`src/rtl/i2s_master_codec_port_if.sv`:
```
// Bundle of the sample-stream, status and I2S pin signals of the codec port.
// The master modport is the port block itself; slave is the codec/bench side.
interface i2s_master_codec_port_if;
    logic        enable;
    logic [23:0] s_left;
    logic [23:0] s_right;
    logic        s_valid;
    logic        s_ready;
    logic [23:0] m_left;
    logic [23:0] m_right;
    logic        m_valid;
    logic        underrun;
    logic        i2s_bclk;
    logic        i2s_lr;
    logic        i2s_d_out;
    logic        i2s_d_in;

    modport master (
        input  enable, s_left, s_right, s_valid, i2s_d_in,
        output s_ready, m_left, m_right, m_valid, underrun,
               i2s_bclk, i2s_lr, i2s_d_out
    );

    modport slave (
        output enable, s_left, s_right, s_valid, i2s_d_in,
        input  s_ready, m_left, m_right, m_valid, underrun,
               i2s_bclk, i2s_lr, i2s_d_out
    );
endinterface

```
`src/rtl/i2s_master_codec_port.sv`:
```
// I2S bus master: divides clk into BCLK/word select, shifts stereo 24-bit frames
// out on i2s_d_out and collects the slave's frame from i2s_d_in.
module i2s_master_codec_port #(
    parameter int CLK_DIV = 4
) (
    input logic clk,
    input logic rst,
    i2s_master_codec_port_if.master bus
);
    localparam int HW = $clog2(CLK_DIV);
    localparam logic [HW-1:0] HALF_LAST = HW'(CLK_DIV - 1);

    logic [HW-1:0] half_cnt;
    logic [5:0]    bit_cnt;
    logic          bclk;
    logic          d_out;
    logic          buf_full;
    logic [47:0]   hold;
    logic [63:0]   tx_sr;
    logic [63:0]   rx_sr;
    logic [63:0]   next_frame;
    logic [23:0]   m_left_q;
    logic [23:0]   m_right_q;
    logic          m_valid_q;
    logic          underrun_q;
    logic          tick;
    logic          rise_ev;
    logic          fall_ev;
    logic          load;
    logic          accept;

    assign tick    = bus.enable && (half_cnt == HALF_LAST);
    assign rise_ev = tick && !bclk;
    assign fall_ev = tick && bclk;
    // The frame is fetched on the fall that enters bit 1 (one-bit I2S delay).
    assign load    = fall_ev && (bit_cnt == 6'd0);
    assign accept  = bus.s_valid && !buf_full;

    assign next_frame = buf_full ? {hold[47:24], 8'h00, hold[23:0], 8'h00} : 64'd0;

    // NOTE: every register here uses <= so all blocks see pre-edge values of each other.
    always_ff @(posedge clk or posedge rst) begin
        if (rst) begin
            half_cnt <= '0;
            bclk     <= 1'b0;
            bit_cnt  <= 6'd0;
        end else if (!bus.enable) begin
            half_cnt <= '0;
            bclk     <= 1'b0;
            bit_cnt  <= 6'd0;
        end else begin
            half_cnt <= tick ? '0 : half_cnt + 1'b1;
            if (tick)    bclk    <= !bclk;
            if (fall_ev) bit_cnt <= bit_cnt + 6'd1;
        end
    end

    always_ff @(posedge clk or posedge rst) begin
        if (rst) begin
            tx_sr <= 64'd0;
            d_out <= 1'b0;
        end else if (!bus.enable) begin
            d_out <= 1'b0;
        end else if (load) begin
            d_out <= next_frame[63];
            tx_sr <= {next_frame[62:0], 1'b0};
        end else if (fall_ev) begin
            d_out <= tx_sr[63];
            tx_sr <= {tx_sr[62:0], 1'b0};
        end
    end

    // A sample accepted on the load edge itself lands in the buffer for the next frame.
    always_ff @(posedge clk or posedge rst) begin
        if (rst) begin
            buf_full <= 1'b0;
            hold     <= 48'd0;
        end else if (accept) begin
            buf_full <= 1'b1;
            hold     <= {bus.s_left, bus.s_right};
        end else if (load) begin
            buf_full <= 1'b0;
        end
    end

    always_ff @(posedge clk or posedge rst) begin
        if (rst) begin
            rx_sr      <= 64'd0;
            m_left_q   <= 24'd0;
            m_right_q  <= 24'd0;
            m_valid_q  <= 1'b0;
            underrun_q <= 1'b0;
        end else begin
            m_valid_q  <= load;
            underrun_q <= load && !buf_full;
            if (!bus.enable)  rx_sr <= 64'd0;
            else if (rise_ev) rx_sr <= {rx_sr[62:0], bus.i2s_d_in};
            if (load) begin
                m_left_q  <= rx_sr[63:40];
                m_right_q <= rx_sr[31:8];
            end
        end
    end

    assign bus.i2s_bclk  = bclk;
    assign bus.i2s_lr    = bit_cnt[5];
    assign bus.i2s_d_out = d_out;
    assign bus.s_ready   = !buf_full;
    assign bus.m_left    = m_left_q;
    assign bus.m_right   = m_right_q;
    assign bus.m_valid   = m_valid_q;
    assign bus.underrun  = underrun_q;
endmodule

```
`src/flat_wrapper.sv`:
```
// flat-port wrapper written by rule: the top's interface ports become plain ports
module i2s_master_codec_port_flat 
#(
    parameter int CLK_DIV = 4
)
  (clk, rst, bus_enable, bus_s_left, bus_s_right, bus_s_valid, bus_i2s_d_in, bus_s_ready, bus_m_left, bus_m_right, bus_m_valid, bus_underrun, bus_i2s_bclk, bus_i2s_lr, bus_i2s_d_out);
  i2s_master_codec_port_if bus_i ();
  input logic clk;
  input logic rst;
  input wire logic [$bits(bus_i.enable)-1:0] bus_enable;
  input wire logic [$bits(bus_i.s_left)-1:0] bus_s_left;
  input wire logic [$bits(bus_i.s_right)-1:0] bus_s_right;
  input wire logic [$bits(bus_i.s_valid)-1:0] bus_s_valid;
  input wire logic [$bits(bus_i.i2s_d_in)-1:0] bus_i2s_d_in;
  output wire logic [$bits(bus_i.s_ready)-1:0] bus_s_ready;
  output wire logic [$bits(bus_i.m_left)-1:0] bus_m_left;
  output wire logic [$bits(bus_i.m_right)-1:0] bus_m_right;
  output wire logic [$bits(bus_i.m_valid)-1:0] bus_m_valid;
  output wire logic [$bits(bus_i.underrun)-1:0] bus_underrun;
  output wire logic [$bits(bus_i.i2s_bclk)-1:0] bus_i2s_bclk;
  output wire logic [$bits(bus_i.i2s_lr)-1:0] bus_i2s_lr;
  output wire logic [$bits(bus_i.i2s_d_out)-1:0] bus_i2s_d_out;
  assign bus_i.enable = bus_enable;
  assign bus_i.s_left = bus_s_left;
  assign bus_i.s_right = bus_s_right;
  assign bus_i.s_valid = bus_s_valid;
  assign bus_i.i2s_d_in = bus_i2s_d_in;
  assign bus_s_ready = bus_i.s_ready;
  assign bus_m_left = bus_i.m_left;
  assign bus_m_right = bus_i.m_right;
  assign bus_m_valid = bus_i.m_valid;
  assign bus_underrun = bus_i.underrun;
  assign bus_i2s_bclk = bus_i.i2s_bclk;
  assign bus_i2s_lr = bus_i.i2s_lr;
  assign bus_i2s_d_out = bus_i.i2s_d_out;
  i2s_master_codec_port #(.CLK_DIV(CLK_DIV)) u_core (.clk(clk), .rst(rst), .bus(bus_i));
endmodule
```
`config.mk`:
```
export PLATFORM = sky130hd
export DESIGN_NAME = i2s_master_codec_port_flat
export DESIGN_NICKNAME = d
export VERILOG_FILES = /design/src/rtl/i2s_master_codec_port_if.sv /design/src/rtl/i2s_master_codec_port.sv /design/src/flat_wrapper.sv
export SDC_FILE = /design/constraint.sdc
export NUM_CORES = 1
export LEC_CHECK = 0
export CAP_MARGIN = 20
export CORE_MARGIN = 2
export CORE_UTILIZATION = 51
export CTS_CLUSTER_SIZE = 20
export DETAILED_ROUTE_END_ITERATION = 12
export PLACE_DENSITY = 0.82
export SYNTH_ARGS = -nofsm -noshare
export SYNTH_HDL_FRONTEND = slang
export SYNTH_SLANG_ARGS = --single-unit
```
`constraint.sdc`:
```
create_clock -name clk -period 7.75 [get_ports clk]
set_input_delay 1.55 -clock clk [delete_from_list [all_inputs] [get_ports clk]]
set_output_delay 1.55 -clock clk [all_outputs]
set_load 0.02 [all_outputs]
```
==> results of run 1 <==
cell type report:
cell class	count	area, µm²	share of cell area
clock buffers	30	652	0.0568
flip-flops and latches	228	5710	0.497
well taps	234	293	0.0255
clock inverters	7	88.8	0.00774
repair buffers	114	1130	0.0983
multi-input cells	586	3590	0.313
inverters	4	18.8	0.00164
cell usage in the layout (no fill, tap or decap), drive strengths merged, types with 3 or more instances in the layout:
| cell type | instances |
|---|---|
| a21boi | 3 |
| and2 | 3 |
| buf | 9 |
| clkbuf | 30 |
| clkdlybuf4s50 | 105 |
| clkinv | 4 |
| dfrtp | 228 |
| ha | 3 |
| inv | 4 |
| mux2 | 96 |
| nand2 | 241 |
| nand3 | 53 |
| o211ai | 48 |
| o21ai | 74 |
| or4 | 47 |
registers in the layout, summed over array words and instances, names as in the netlist, 2 cells and up:
signal and flops:
u_core.rx_sr 64, u_core.bus.m_right 24, u_core.bit_cnt 6, u_core.tx_sr 55, u_core.bus.m_left 24, u_core.hold 48, u_core.half_cnt 2
worst max-delay path by stage:
stage | from | end | slack [ns] | cells past startpoint
2_1_floorplan | rst | u_core.bit_cnt[0] | 3.22 | 1
3_3_place_gp | bus_enable | u_core.bus.m_right[4] | 3.03 | 6
3_5_place_dp | bus_enable | u_core.bus.m_right[16] | 3.02 | 6
4_1_cts | bus_enable | u_core.bus.m_right[12] | 3.55 | 6
5_1_grt | bus_enable | u_core.bus.m_right[12] | 3.25 | 6
6_report | bus_enable | u_core.bus.m_right[12] | 3.59 | 6
worst max-delay path, delay by kind of cell:
family                 cells  cell delay, ns
AND/OR/NAND/NOR            2            1.28
buffers and inverters      3            1.20
multiplexers               1            0.42
metal layers:
metal  track usage  wire (µm)  vias to the layer above
li1              -          -                     3219
met1         0.273       8660                     3268
met2         0.302       8940                      106
met3        0.0327        731                       27
met4        0.0400        287                        0
met5             0          0                        -
power by group:
part,internal [µW],switching (µW)
clock network,654,440
logic,156,133
registers,1330,71.6
cells by family after synthesis:
kind of cell,after synthesis
AO/OA/AOI/OAI,127
adder cells (fa/ha/maj),3
AND/OR/NAND/NOR,356
XOR/XNOR,3
multiplexers,97
buffers and inverters,83
flip-flops,228
through the flow:
| step | util | total power (µW) | area, µm² |
|---|---|---|---|
| 5_1_grt | 0.616 | 2910 | 11500 |
| 6_report | 0.616 | 2780 | 11500 |
| 3_3_place_gp | 0.576 | 1700 | 10700 |
| 3_5_place_dp | 0.576 | 1720 | 10700 |
| 4_1_cts | 0.616 | 2820 | 11500 |
| 2_1_floorplan | - | 1620 | 9660 |
==> results.cfg, run 1 <==
[run]
maxCapViolations = 0

[timing]
relSlewSlack = 0.291
hold_ws_ns = 0.446
slew_violations = 0
fin_crit_sh = 0.536
max_freq_ghz = 0.241
setup_ws_ns = 3.59
setup-violations-final = 0
worst_pin_slew_ns = 1.06
clock_skew_ns = 0.00855
tns_ns = 0
hold_viol = 0
rsz0062_at_grt = no
post-route-min-period_ns = 4.16

[place]
post-place-cells = 1166
place_ws_ns = 3.02
gp_congestion = 0.734
io_buffers = 106
place_hpwl_um = 10500

[yosys]
ys_seq_elements = 228
async_reset_ff_frac = 1.00
ys_types = 34
synth_nets = 953
ys.flop_type = dfrtp_1
seq_area_frac_synth = 0.591
netlist_area_um2 = 9660
syn_area_per_cell_um2 = 10.8
synth-warning-count = 0
synth_compound_area_frac = 0.0795
synth_edf_count = 0
netlist_top_cells_area = dfrtp_1 (59%), mux2_2 (11%), nand2_1 (9.4%)
synth-xor-area-share = 0.00272
synth_top_family_by_area = simple AND/OR/NAND/NOR gates
synthAdderAreaFrac = 0.00389
yosys.area.top_type = dfrtp_1
synth_commonest_cells = nand2_1 (241), dfrtp_1 (228), mux2_2 (93)
synthMuxAreaShare = 0.113
synthCells = 897
synth-simple-area-share = 0.169
synth.top_cell.area_share = 0.591
synth_most_common_cell = nand2_1

[worst_hold_path]
min_to = u_core.half_cnt[0]
min_path_cells = 1
hp-start = u_core.half_cnt[0]
hp-class = flop to flop

[power_and_ir_drop]
ir_drop_mv = 0.152
p_leak_uw = 0.00516
p_per_area_nw_per_um2 = 243

[die]
ioPinCount = 107
die_area_um2 = 20100
rows = 50
core_area_um2 = 18600
die_w_um = 142
start_util = 0.518
floorplan.die.height_um = 142

[critical_path]
crit_path_end_kind = flop
ff2ff_path_depth = 5
start_kind = input pin
max_stage_delay_ns = 0.89
criticalPathCategory = input pin to flop
crit_top_cell = buf_4
cp_slowest_cell = nand3_4
critPathRequiredTime_ns = 8.13
rrSetupSlack_ns = 4.74
path_cells = buf_2 -> buf_4 -> nand3_4 -> nor3_4 -> buf_4 -> mux2_2
crit-reg2reg-launch = u_core.half_cnt[0]
critPathMaxFanout = 103
rr_endpoint = u_core.bus.m_right[12]
worstPathArrival_ns = 4.54

[grt]
grt-ovfl-total = 0
grt_pass1_vias = 6454
antenna_found_initial = 0
grt.total_usage = 0.188
grt_pass1_wl_um = 31600
grt_max_degree = 165

[outcome]
status = finished clean

[clock_tree]
clk_path_buf_depth = 3
htree_levels = 1
cts_resized = 0
cts_tree = built
clkLatencyLatePin_ns = 0.50
numCtsBuffers = 23
clockRootBuffer = clkbuf_16
cts.sinks = 228
ctsHoldBuffers = 0
clk_pin_slew_ns = 0.06
cts_setup_buffers = 0

[finish]
fill_cells = 1499
drive_above_1_share = 0.153
area_growth_pct = 18.8
nets = 1013
fin_cells = 1203
diodes = 0

[drt]
routed_via_density = 5.50
vias = 6620
drt_pass1_iterations = 5
drt_iter0_drc = 493
drc = 0
drt-wirelength-per-cell_um = 15.5
wl_um = 18600
ant_nets = 0
Note: power is estimated with default switching activity, not from simulation.
==> run 2, diff against run 1 <==
Clock period 7.75 ns to 3.6 ns, I/O delays scaled along.
==> results.cfg, run 2 (synthesized netlist as in run 1, its figures left out) <==
[outcome]
status = finished clean

[clock_tree]
cts_tree = built
clk_pin_slew_ns = 0.06
cts_setup_buffers = 0
clkLatencyLatePin_ns = 0.52
cts.sinks = 228
htree_levels = 1
numCtsBuffers = 24
clk_path_buf_depth = 3
ctsHoldBuffers = 0
cts_resized = 0
clockRootBuffer = clkbuf_16

[grt]
use_met2 = 0.319
grt_pass1_wl_um = 32600
grt_pass1_vias = 6671
grt_use_met1 = 0.265
antenna_found_initial = 0
grt_busiest_layer = met2
grt.total_usage = 0.196
use_met3 = 0.0483
grt-ovfl-total = 0
grt_max_degree = 129

[timing]
relSlewSlack = 0.411
slew_violations = 0
max_freq_ghz = 0.407
rsz0062_at_grt = no
post-route-min-period_ns = 2.46
fin_crit_sh = 0.682
hold_ws_ns = 0.441
setup_ws_ns = 1.14
hold_viol = 0
tns_ns = 0
worst_pin_slew_ns = 0.883
clock_skew_ns = 0.0174
setup-violations-final = 0

[finish]
nets = 1018
max_flop_register = u_core.rx_sr
finish.utilization = 0.622
reg_top3 = u_core.rx_sr x64, u_core.tx_sr x55, u_core.hold x48
fin_cells = 1212
largest_register_ffs = 64
final_common_cell = nand2_1
area_growth_pct = 20.1
drive_above_1_share = 0.157
diodes = 0
final_cell_mix = nand2_1 (241), dfrtp_1 (226), clkdlybuf4s50_1 (105), mux2_2 (93), o21ai_0 (74)

[critical_path]
worstPathArrival_ns = 1.74
max_stage_delay_ns = 0.71
crit_path_end_kind = output port
ff2ff_path_depth = 6
path_cells = clkdlybuf4s50_1
criticalPathCategory = flop to output port
cp.depth = 1
cp_top_family = buffers and inverters
path_buf_inv = 1
start_kind = flop
critPathRequiredTime_ns = 2.88
critPathMaxFanout = 8
cp_slowest_cell = clkdlybuf4s50_1

[power_and_ir_drop]
intPower_uw = 4700
p_leak_uw = 0.00521
power_frac_clock = 0.404
ir_drop_mv = 0.327
p_sw_frac = 0.235
power_frac_comb = 0.102
pwr-share-seq = 0.495
p_per_area_nw_per_um2 = 529
p_switching_uw = 1440

[drt]
drt_iter0_drc = 444
wl_um = 19200
routed_via_density = 5.57
drt_pass1_iterations = 5
drt-wirelength-per-cell_um = 15.9
vias = 6749
drc = 0
ant_nets = 0

[place]
place_ws_ns = 1.08
post-place-cells = 1170
place_hpwl_um = 11200
io_buffers = 106
gp_congestion = 0.756

[die]
rows = 50
floorplan.die.height_um = 142
die_w_um = 142
die_area_um2 = 20100
start_util = 0.518
ioPinCount = 107
core_area_um2 = 18600

[run]
maxCapViolations = 0

[worst_hold_path]
hp-class = flop to flop
min_path_cells = 1
run 2: changes by cell type in the layout (fill, tap and decap cells not counted), sizes merged:
cell / previous run / this run
inv: 4 / 3
clkinv: 4 / 5
clkbuf: 30 / 35
buf: 9 / 13
run 2: worst paths after layout:
kind | startpoint | endpoint | slack [ns]
max in group asynchronous | rst | u_core.tx_sr[28] | 2.04
hold / removal | u_core.half_cnt[0] | u_core.half_cnt[0] | 0.44
min in group asynchronous | rst | u_core.hold[2] | 0.59
setup reg to reg | u_core.bit_cnt[0] | u_core.tx_sr[10] | 1.19
hold reg to reg | u_core.half_cnt[0] | u_core.half_cnt[0] | 0.44
setup / recovery | u_core.bus.i2s_bclk | bus_i2s_bclk | 1.14
run 2: routing by layer:
metal  vias to the layer above  wire length [µm]
met4                         0               409
met5                         -                 0
met1                      3331              8510
met2                       160              9120
li1                       3231                 -
met3                        27              1190
run 2: power groups by stage:
stage               clock (µW)  sequential (µW)  combinational, µW
floorplan                    0             3020                469
global placement             0             3060                612
detailed placement           0             3070                630
CTS                       2540             3030                638
global route              2640             3070                710
finish                    2480             3030                624
run 2: through the flow:
| stage | total power, µW | instance area, µm² |
|---|---|---|
| after floorplan | 3490 | 9660 |
| after global placement | 3670 | 10800 |
| after detailed placement | 3700 | 10800 |
| after CTS | 6210 | 11600 |
| after global routing | 6430 | 11600 |
| final | 6140 | 11600 |
run 2: area by class of cell:
cell class / count / area, µm²
Fill cell: 1476 / 7040
Sequential cell: 228 / 5710
Multi-Input combinational cell: 586 / 3590
Timing Repair Buffer: 118 / 1200
Clock buffer: 35 / 702
Tap cell: 234 / 293
Clock inverter: 7 / 96.3
Inverter: 4 / 18.8
==> run 3, diff against run 2 <==
Settings changed: CORE_UTILIZATION 51 to 56, PLACE_DENSITY 0.82 to 0.85.
Clock period 3.6 ns to 2.3 ns, I/O delays scaled along.
==> results.cfg, run 3 (synthesized netlist as in run 1, its figures left out) <==
[outcome]
status = finished clean

[critical_path]
critPathRequiredTime_ns = 1.84
critPathMaxFanout = 11
path_cells = inv_1 -> clkdlybuf4s50_1
rrSetupSlack_ns = 0.20
max_stage_delay_ns = 0.61
crit_path_end_kind = output port
worstPathArrival_ns = 1.74
start_kind = flop
cp_top_family = buffers and inverters
path_buf_inv = 2
cp_slowest_cell = clkdlybuf4s50_1
criticalPathCategory = flop to output port

[finish]
largest_register_ffs = 64
area_growth_pct = 21.5
fin_cells = 1214
diodes = 0
finish.utilization = 0.688
reg_top3 = u_core.rx_sr x64, u_core.tx_sr x55, u_core.hold x48
max_flop_register = u_core.rx_sr
drive_above_1_share = 0.166
fill_cells = 1263
final_common_cell = nand2_1
final_cell_mix = nand2_1 (241), dfrtp_1 (226), clkdlybuf4s50_1 (105), mux2_2 (93), o21ai_0 (74)
nets = 1027

[power_and_ir_drop]
p_per_area_nw_per_um2 = 833
ir_drop_mv = 0.536
p_switching_uw = 2240
total_power_uw = 9770
power_frac_clock = 0.413
power_frac_comb = 0.101
p_sw_frac = 0.229
p_leak_uw = 0.00529
pwr-share-seq = 0.485
intPower_uw = 7540

[clock_tree]
htree_levels = 1
ctsHoldBuffers = 0
cts_resized = 0
cts.sinks = 228
cts_setup_buffers = 0
numCtsBuffers = 24
clockRootBuffer = clkbuf_16
cts_tree = built
clk_path_buf_depth = 3
clk_pin_slew_ns = 0.06
clkLatencyLatePin_ns = 0.51

[drt]
vias = 6838
drt_pass1_iterations = 4
routed_via_density = 5.63
drt-wirelength-per-cell_um = 15.8
ant_nets = 0
wl_um = 19200
drc = 0
drt_iter0_drc = 466

[timing]
slew_violations = 0
setup_ws_ns = 0.0969
fin_crit_sh = 0.958
post-route-min-period_ns = 2.20
relSlewSlack = 0.679
max_freq_ghz = 0.454
hold_viol = 0
worst_pin_slew_ns = 0.482
rsz0062_at_grt = no
setup-violations-final = 0
tns_ns = 0
clock_skew_ns = 0.0124

[place]
gp_congestion = 0.720
io_buffers = 106
place_hpwl_um = 11400
post-place-cells = 1170
place_ws_ns = 0.210

[die]
floorplan.die.height_um = 135
die_w_um = 135
core_area_um2 = 17100
die_area_um2 = 18300
ioPinCount = 107
rows = 48
start_util = 0.566

[grt]
grt_pass1_vias = 6795
antenna_found_initial = 0
grt_max_degree = 86
grt_pass1_wl_um = 33000
grt-ovfl-total = 0
grt.total_usage = 0.218

[run]
maxCapViolations = 0

[worst_hold_path]
hp-class = input pin to async pin
[run 3: metal layers]
layer | vias up | track usage | wire (µm) | part of all wire
li1 | 3252 | - | - | -
met1 | 3385 | 0.300 | 8450 | 0.44
met2 | 162 | 0.359 | 9240 | 0.48
met3 | 39 | 0.0430 | 1050 | 0.054
met4 | 0 | 0.0613 | 486 | 0.025
met5 | - | 0 | 0 | 0
[run 3: layout make-up]
class                           instances  area (µm²)  share of cell area
Multi-Input combinational cell        586        3590               0.306
Tap cell                              225         282              0.0240
Clock buffer                           34         678              0.0578
Clock inverter                         10         161              0.0138
Sequential cell                       228        5710               0.486
Inverter                                4        18.8             0.00160
Timing Repair Buffer                  127        1300               0.111
[run 3: worst reg2reg max path, delay by kind of cell (launching register included)]
kind | cells | cell delay (ns)
flip-flops | 1 | 0.42
AND/OR/NAND/NOR | 2 | 0.66
multiplexers | 1 | 0.43
adder cells (fa/ha/maj) | 1 | 0.13
buffers and inverters | 2 | 0.36
[run 3: worst paths after layout]
kind / from / endpoint / cells past startpoint
setup reg to reg: u_core.bit_cnt[0] / u_core.bus.m_left[8] / 6
hold reg to reg: u_core.half_cnt[0] / u_core.half_cnt[0] / 1
setup / recovery: u_core.buf_full / bus_s_ready / 2
min in group clk: bus_enable / u_core.bus.i2s_bclk / 2
hold / removal: rst / u_core.rx_sr[48] / 2
max in group asynchronous: rst / u_core.bit_cnt[2] / 3
[run 3: through the flow]
| step | instance area, µm² | hold slack, ns |
|---|---|---|
| floorplan | 9660 | 0.416 |
| global placement | 10900 | 0.430 |
| detailed placement | 10900 | 0.462 |
| CTS | 11700 | 0.201 |
| global route | 11700 | 0.221 |
| finish | 11700 | 0.215 |
[run 3: power groups by stage]
stage / Combinational, µW / Sequential, µW / Clock, µW
after floorplan: 735 / 4720 / 0
after global routing: 1130 / 4800 / 4290
after detailed placement: 997 / 4820 / 0
final: 988 / 4740 / 4040
after global placement: 966 / 4790 / 0
after CTS: 1010 / 4750 / 4130
